`src/rtl/dec_seq_pkg.sv`:
```
// Shared encodings, state type and one-hot helper for the sequencing decoder.
// Optional feature macro: DEC_SEQ_BOUNCE_EN (ping-pong scan).
package dec_seq_pkg;

    localparam int MAX_NOUT = 16;

    localparam logic [1:0] MODE_DIRECT = 2'b00;
    localparam logic [1:0] MODE_SCAN   = 2'b01;
    localparam logic [1:0] MODE_SWEEP  = 2'b10;
    localparam logic [1:0] MODE_HOLD   = 2'b11;

    typedef enum logic [2:0] {
        ST_IDLE,
        ST_DIRECT,
        ST_SCAN,
        ST_SWEEP,
        ST_HOLD
    } state_t;

    // Widest vector; callers truncate to their NOUT.
    function automatic logic [MAX_NOUT-1:0] onehot_pol(
        input logic [3:0] idx,
        input logic       active_low
    );
        logic [MAX_NOUT-1:0] v;
        v      = '0;
        v[idx] = 1'b1;
        return active_low ? ~v : v;
    endfunction

endpackage

```
`src/rtl/dec_seq_nto2n_if.sv`:
```
// Control and output bundle of the sequencing decoder.
// Optional feature macro: DEC_SEQ_BOUNCE_EN (no effect on this bundle).
interface dec_seq_nto2n_if #(
    parameter int SEL_W   = 2,
    parameter int DWELL_W = 8
);
    localparam int NOUT = 2 ** SEL_W;

    logic               en_n;
    logic [1:0]         mode;
    logic [SEL_W-1:0]   sel;
    logic [DWELL_W-1:0] dwell;
    logic               load;
    logic [NOUT-1:0]    dout;
    logic [SEL_W-1:0]   idx;
    logic               busy;
    logic               wrap;

    modport master (
        output en_n, mode, sel, dwell, load,
        input  dout, idx, busy, wrap
    );

    modport slave (
        input  en_n, mode, sel, dwell, load,
        output dout, idx, busy, wrap
    );
endinterface

```
`src/rtl/dec_seq_dwell_cnt.sv`:
```
// Dwell counter: counts 0..dwell, terminal count compares the live dwell value.
// Optional feature macro: DEC_SEQ_BOUNCE_EN (no effect here).
module dec_seq_dwell_cnt #(
    parameter int DWELL_W = 8
) (
    input  logic               clk,
    input  logic               rst_n,
    input  logic               clr_i,
    input  logic               en_i,
    input  logic [DWELL_W-1:0] dwell_i,
    output logic               tc_o
);
    logic [DWELL_W-1:0] cnt_q;

    // >= so a dwell shrunk below the running count still ends this step
    assign tc_o = (cnt_q >= dwell_i);

    always_ff @(posedge clk or negedge rst_n) begin
        if (!rst_n) begin
            cnt_q <= '0;
        end else if (clr_i) begin
            cnt_q <= '0;
        end else if (en_i) begin
            cnt_q <= tc_o ? '0 : cnt_q + 1'b1;
        end
    end
endmodule

```
`src/rtl/dec_seq_nto2n.sv`:
```
// Registered N-to-2^N decoder with direct, scan, sweep and hold modes.
// Optional feature macro: DEC_SEQ_BOUNCE_EN (ping-pong scan instead of wrap).
module dec_seq_nto2n
    import dec_seq_pkg::*;
#(
    parameter int SEL_W      = 2,
    parameter int DWELL_W    = 8,
    parameter int ACTIVE_LOW = 1
) (
    input  logic            clk,
    input  logic            rst_n,
    dec_seq_nto2n_if.slave  bus
);
    localparam int               NOUT = 2 ** SEL_W;
    localparam logic [SEL_W-1:0] LAST = SEL_W'(NOUT - 1);
    localparam logic [NOUT-1:0]  OFF  = {NOUT{ACTIVE_LOW != 0}};

    state_t           state_q, state_d;
    logic [SEL_W-1:0] idx_q, idx_d, idx_step;
    logic             busy_q, busy_d;
    logic             wrap_q, wrap_d;
    logic [NOUT-1:0]  dout_q, dout_d;
    logic             cnt_clr, cnt_en, cnt_tc;
    logic             step_wrap, scan_step;

    dec_seq_dwell_cnt #(.DWELL_W(DWELL_W)) u_cnt (
        .clk     (clk),
        .rst_n   (rst_n),
        .clr_i   (cnt_clr),
        .en_i    (cnt_en),
        .dwell_i (bus.dwell),
        .tc_o    (cnt_tc)
    );

`ifdef DEC_SEQ_BOUNCE_EN
    logic dn_q, dn_d, go_up;

    always_comb begin
        go_up     = dn_q ? (idx_q == '0) : (idx_q != LAST);
        idx_step  = go_up ? idx_q + 1'b1 : idx_q - 1'b1;
        step_wrap = (idx_step == LAST) || (idx_step == '0);
        dn_d      = (idx_step == LAST) ? 1'b1 :
                    (idx_step == '0)   ? 1'b0 : !go_up;
    end

    always_ff @(posedge clk or negedge rst_n) begin
        if (!rst_n) begin
            dn_q <= 1'b0;
        end else if (scan_step) begin
            dn_q <= dn_d;
        end
    end
`else
    assign idx_step  = idx_q + 1'b1;
    assign step_wrap = (idx_q == LAST);
`endif

    always_comb begin
        state_d   = state_q;
        idx_d     = idx_q;
        busy_d    = busy_q;
        wrap_d    = 1'b0;
        dout_d    = dout_q;
        cnt_clr   = 1'b0;
        cnt_en    = 1'b0;
        scan_step = 1'b0;
        if (bus.en_n) begin
            dout_d = OFF;
        end else begin
            unique case (bus.mode)
                MODE_DIRECT: begin
                    state_d = ST_DIRECT;
                    idx_d   = bus.sel;
                end
                MODE_SCAN: begin
                    state_d = ST_SCAN;
                    if (state_q != ST_SCAN) begin
                        cnt_clr = 1'b1;
                    end else begin
                        cnt_en = 1'b1;
                        if (cnt_tc) begin
                            scan_step = 1'b1;
                            idx_d     = idx_step;
                            wrap_d    = step_wrap;
                        end
                    end
                end
                MODE_SWEEP: begin
                    if (bus.load) begin
                        state_d = ST_SWEEP;
                        idx_d   = bus.sel;
                        cnt_clr = 1'b1;
                    end else if (state_q == ST_SWEEP) begin
                        cnt_en = 1'b1;
                        if (cnt_tc && idx_q == LAST) begin
                            state_d = ST_IDLE;
                            wrap_d  = 1'b1;
                        end else if (cnt_tc) begin
                            idx_d = idx_q + 1'b1;
                        end
                    end else begin
                        state_d = ST_IDLE;
                    end
                end
                MODE_HOLD: begin
                    state_d = ST_HOLD;
                end
            endcase
            busy_d = (state_d == ST_SWEEP);
            // hold keeps whatever pattern was last driven
            if (state_d == ST_IDLE) begin
                dout_d = OFF;
            end else if (state_d != ST_HOLD) begin
                dout_d = NOUT'(onehot_pol(4'(idx_d), ACTIVE_LOW != 0));
            end
        end
    end

    always_ff @(posedge clk or negedge rst_n) begin
        if (!rst_n) begin
            state_q <= ST_IDLE;
            idx_q   <= '0;
            busy_q  <= 1'b0;
            wrap_q  <= 1'b0;
            dout_q  <= OFF;
        end else begin
            state_q <= state_d;
            idx_q   <= idx_d;
            busy_q  <= busy_d;
            wrap_q  <= wrap_d;
            dout_q  <= dout_d;
        end
    end

    assign bus.dout = dout_q;
    assign bus.idx  = idx_q;
    assign bus.busy = busy_q;
    assign bus.wrap = wrap_q;
endmodule

```
`src/flat_wrapper.sv`:
```
// flat-port wrapper written by rule: the top's interface ports become plain ports
module dec_seq_nto2n_flat import dec_seq_pkg::*;
#(
    parameter int SEL_W      = 2,
    parameter int DWELL_W    = 8,
    parameter int ACTIVE_LOW = 1
)
  (clk, rst_n, bus_en_n, bus_mode, bus_sel, bus_dwell, bus_load, bus_dout, bus_idx, bus_busy, bus_wrap);
  dec_seq_nto2n_if #(.SEL_W(SEL_W), .DWELL_W(DWELL_W)) bus_i ();
  input  logic clk;
  input  logic rst_n;
  input wire logic [$bits(bus_i.en_n)-1:0] bus_en_n;
  input wire logic [$bits(bus_i.mode)-1:0] bus_mode;
  input wire logic [$bits(bus_i.sel)-1:0] bus_sel;
  input wire logic [$bits(bus_i.dwell)-1:0] bus_dwell;
  input wire logic [$bits(bus_i.load)-1:0] bus_load;
  output wire logic [$bits(bus_i.dout)-1:0] bus_dout;
  output wire logic [$bits(bus_i.idx)-1:0] bus_idx;
  output wire logic [$bits(bus_i.busy)-1:0] bus_busy;
  output wire logic [$bits(bus_i.wrap)-1:0] bus_wrap;
  assign bus_i.en_n = bus_en_n;
  assign bus_i.mode = bus_mode;
  assign bus_i.sel = bus_sel;
  assign bus_i.dwell = bus_dwell;
  assign bus_i.load = bus_load;
  assign bus_dout = bus_i.dout;
  assign bus_idx = bus_i.idx;
  assign bus_busy = bus_i.busy;
  assign bus_wrap = bus_i.wrap;
  dec_seq_nto2n #(.SEL_W(SEL_W), .DWELL_W(DWELL_W), .ACTIVE_LOW(ACTIVE_LOW)) u_core (.clk(clk), .rst_n(rst_n), .bus(bus_i));
endmodule
```
`config.mk`:
```
export PLATFORM = sky130hd
export DESIGN_NAME = dec_seq_nto2n_flat
export DESIGN_NICKNAME = d
export VERILOG_FILES = /design/src/rtl/dec_seq_pkg.sv /design/src/rtl/dec_seq_nto2n_if.sv /design/src/rtl/dec_seq_dwell_cnt.sv /design/src/rtl/dec_seq_nto2n.sv /design/src/flat_wrapper.sv
export SDC_FILE = /design/constraint.sdc
export NUM_CORES = 1
export LEC_CHECK = 0
export CORE_MARGIN = 1.5
export CORE_UTILIZATION = 35
export DETAILED_ROUTE_END_ITERATION = 12
export PLACE_DENSITY = 0.65
export SYNTH_ARGS = -nofsm -noshare
export SYNTH_HDL_FRONTEND = slang
export SYNTH_HIERARCHICAL = 1
export SYNTH_SLANG_ARGS = --single-unit
```
`constraint.sdc`:
```
create_clock -name clk -period 2.8 [get_ports clk]
set_input_delay 0.42 -clock clk [delete_from_list [all_inputs] [get_ports clk]]
set_output_delay 0.42 -clock clk [all_outputs]
set_load 0.05 [all_outputs]
```
==> metrics <==
clk sink count 19; Worst VDD drop 0.296 mV; Fin Setup TNS 0 ps; CP max FO 4; combinational share of power 0.359; Mapped Cells 152; highest clock rate 0.373 GHz; total track usage 0.167; Die Y-Extent 67.8 µm; clk_lat worst skew 250 ps; Filler Cells Inserted 380; Placer Congestion 0.801; number of warning messages in the yosys log 6; RSZ-0062 raised after global routing no; period utilisation layout 0.957; pins over their slew limit 0; Critical Path AT 2830 ps; Mapped Nets 184; Synth Cell Area 1470 µm²; switching part of the total power 0.339; Seq. cell area 482 µm²; vias in the first global route 1,361; Post-synth EDFFs 0; synthesized area per cell 9.67 µm²; total number of vias 1,308; leakage 0.860 nW; CTS Buf Count 3; post-synth top area share 0.255; minimum clock period after layout 2680 ps; Final Skew 3.18 ps; drt total wl 3680 µm; clock root buffer clkbuf_8; layout cells sized above 1 0.241; die width 67.8 µm; sw power 276 µW; register bit total from synthesis 19; buffers added on ports 23; Area Overhead vs Synth 35.9%; nets 224; Pwr Density 407 nW/µm²; Reg clk slew, reported paths 70 ps; CP Class in2reg; global-route wire length before repair 5860 µm; Tightest Pin Transition 890 ps; final instance area 2000 µm²; max_cap viols 0; first-pass detailed-route iteration total 4; Cell Rows 23; Power Internal 538 µW; relative slew slack 0.405; Synth async-reset ratio 1.00; initial antenna violation count 0; Top Ports 24; largest net degree at the start of global routing 20; area of the multi-input gates 1020 µm²; DRT iter0 DRCs 52; Initial Util 0.365; Setup violations, final 0; Power, Total 814 µW; ANT nets after route 0; part of the power in the clock network 0.236; Placement Cell Area 1850 µm²; core area 4030 µm²; CP required 2950 ps; Main synth FF type dfrtp_1; H-tree levels 1; status completed; DR vias/cell 5.43; CTS Hold Bufs 0; Sequential Power Share 0.405; die footprint 4600 µm²; CTS tree done; CP startpoint kind input pin; Hold Vio Cnt, Final 0; CP endpoint kind flip-flop; HPWL after DPL 2690 µm; Inserted Diodes 0; largest cells by area after synthesis dfrtp_1 26%, ha_1 14%, dfstp_2 7.1%; register area share after synthesis 0.327; Layout Utilization 0.496; GRT overflow 0; Hold WC Path Type reg2reg; library cells used by synthesis 50; DR WL/cell 15.3 µm; Longest Clk Path Bufs 2; Remaining DRCs 0; leading area contributor after synthesis dfrtp_1
## worst max-delay path: stages
cell,delay (ps)
clkdlybuf4s50_1,470
inv_2,50
ha_4,240
a2111oi_4,350
o31ai_4,130
and3b_1,190
mux2i_1,120
nor2_1,80
or4_4,490
mux2_4,280
## registers in the layout, indices dropped and copies added, names as in the netlist
register,cells
u_core/bus.dout,4
u_core/bus.wrap,1
u_core/bus.busy,1
u_core/state_q,3
u_core/bus.idx,2
u_core/u_cnt/cnt_q,8
## metrics by stage
step	instances	hold slack, ps	setup WS (ps)
floorplan	152	124	132
global placement	235	472	-316
detailed placement	235	478	-379
CTS	240	508	0.520
global route	241	534	1.87
finish	241	495	120
## final cells by class
| cell class | count | area share |
|---|---|---|
| repair buffers | 38 | 0.171 |
| inverters | 13 | 0.0244 |
| clock inverters | 1 | 0.00250 |
| clock buffers | 3 | 0.0207 |
| well taps | 50 | 0.0313 |
| flip-flops and latches | 19 | 0.241 |
| multi-input cells | 117 | 0.509 |
## placed cells by master, fill, tap and decap left out, types with 5 or more instances in the layout
cell,count
nor2_1,8
inv_1,10
a21o_1,6
dfrtp_1,14
nand2_1,12
ha_1,11
buf_4,15
a21oi_1,5
clkdlybuf4s50_1,19
nand2b_1,6
## cell usage after synthesis, drive strengths merged (2+ instances only)
master and instances:
a211oi 5, a21boi 2, a21o 6, a21oi 5, a31oi 2, and3 4
clkbuf 2, dfrtp 15, dfstp 4, ha 16, inv 13, mux2 2
mux2i 2, nand2 12, nand2b 7, nand3 2, nand3b 3, nand4b 2
nand4bb 2, nor2 8, nor2b 2, nor3 3, nor4 2, o211ai 3
o21ai 5, o31ai 2, o32a 2, o32ai 2, xor2 2
## final timing paths
path	cells past startpoint	slack, ps	start	to
max	10	120	bus_dwell[1]	u_core/bus.idx[1]
min	2	500	u_core/bus.busy	u_core/bus.busy
max reg2reg	9	160	u_core/u_cnt/cnt_q[5]	u_core/bus.idx[1]
min reg2reg	2	500	u_core/bus.busy	u_core/bus.busy
max in group asynchronous	1	1530	rst_n	u_core/u_cnt/cnt_q[5]
min in group asynchronous	1	660	rst_n	u_core/bus.idx[1]
## what timing repair did
| action | 4_1_cts | 5_1_grt |
|---|---|---|
| buffers inserted | 1 | 1 |
| endpoints found under the setup margin | 5 | 6 |
| pin swaps | 12 | 7 |
| resized for setup | 12 | 8 |
## power groups by stage
stage	combinational, mW	sequential, mW	clock [mW]
after floorplan	0.129	0.369	0
after global placement	0.255	0.334	0
after detailed placement	0.267	0.334	0
after CTS	0.284	0.331	0.198
after global routing	0.316	0.334	0.210
final	0.292	0.330	0.192
## per-layer routing
| layer | up-vias | wire length [µm] | GRT usage |
|---|---|---|---|
| met1 | 617 | 1550 | 0.180 |
| li1 | 638 | - | - |
| met2 | 47 | 1940 | 0.338 |
| met4 | 0 | 27 | 0.0400 |
| met5 | - | 0 | 0 |
| met3 | 6 | 164 | 0.0214 |
## kinds of logic (layout without fill, tap and decap cells)
group / Yosys count / in the layout / synth area share
multiplexers: 4 / 4 / 0.0289
adder cells (fa/ha/maj): 16 / 16 / 0.136
XOR/XNOR: 2 / 2 / 0.0119
buffers and inverters: 16 / 55 / 0.0417
AO/OA/AOI/OAI: 41 / 41 / 0.228
AND/OR/NAND/NOR: 54 / 54 / 0.226
flip-flops: 19 / 19 / 0.327
Note: power is estimated with default switching activity, not from simulation.
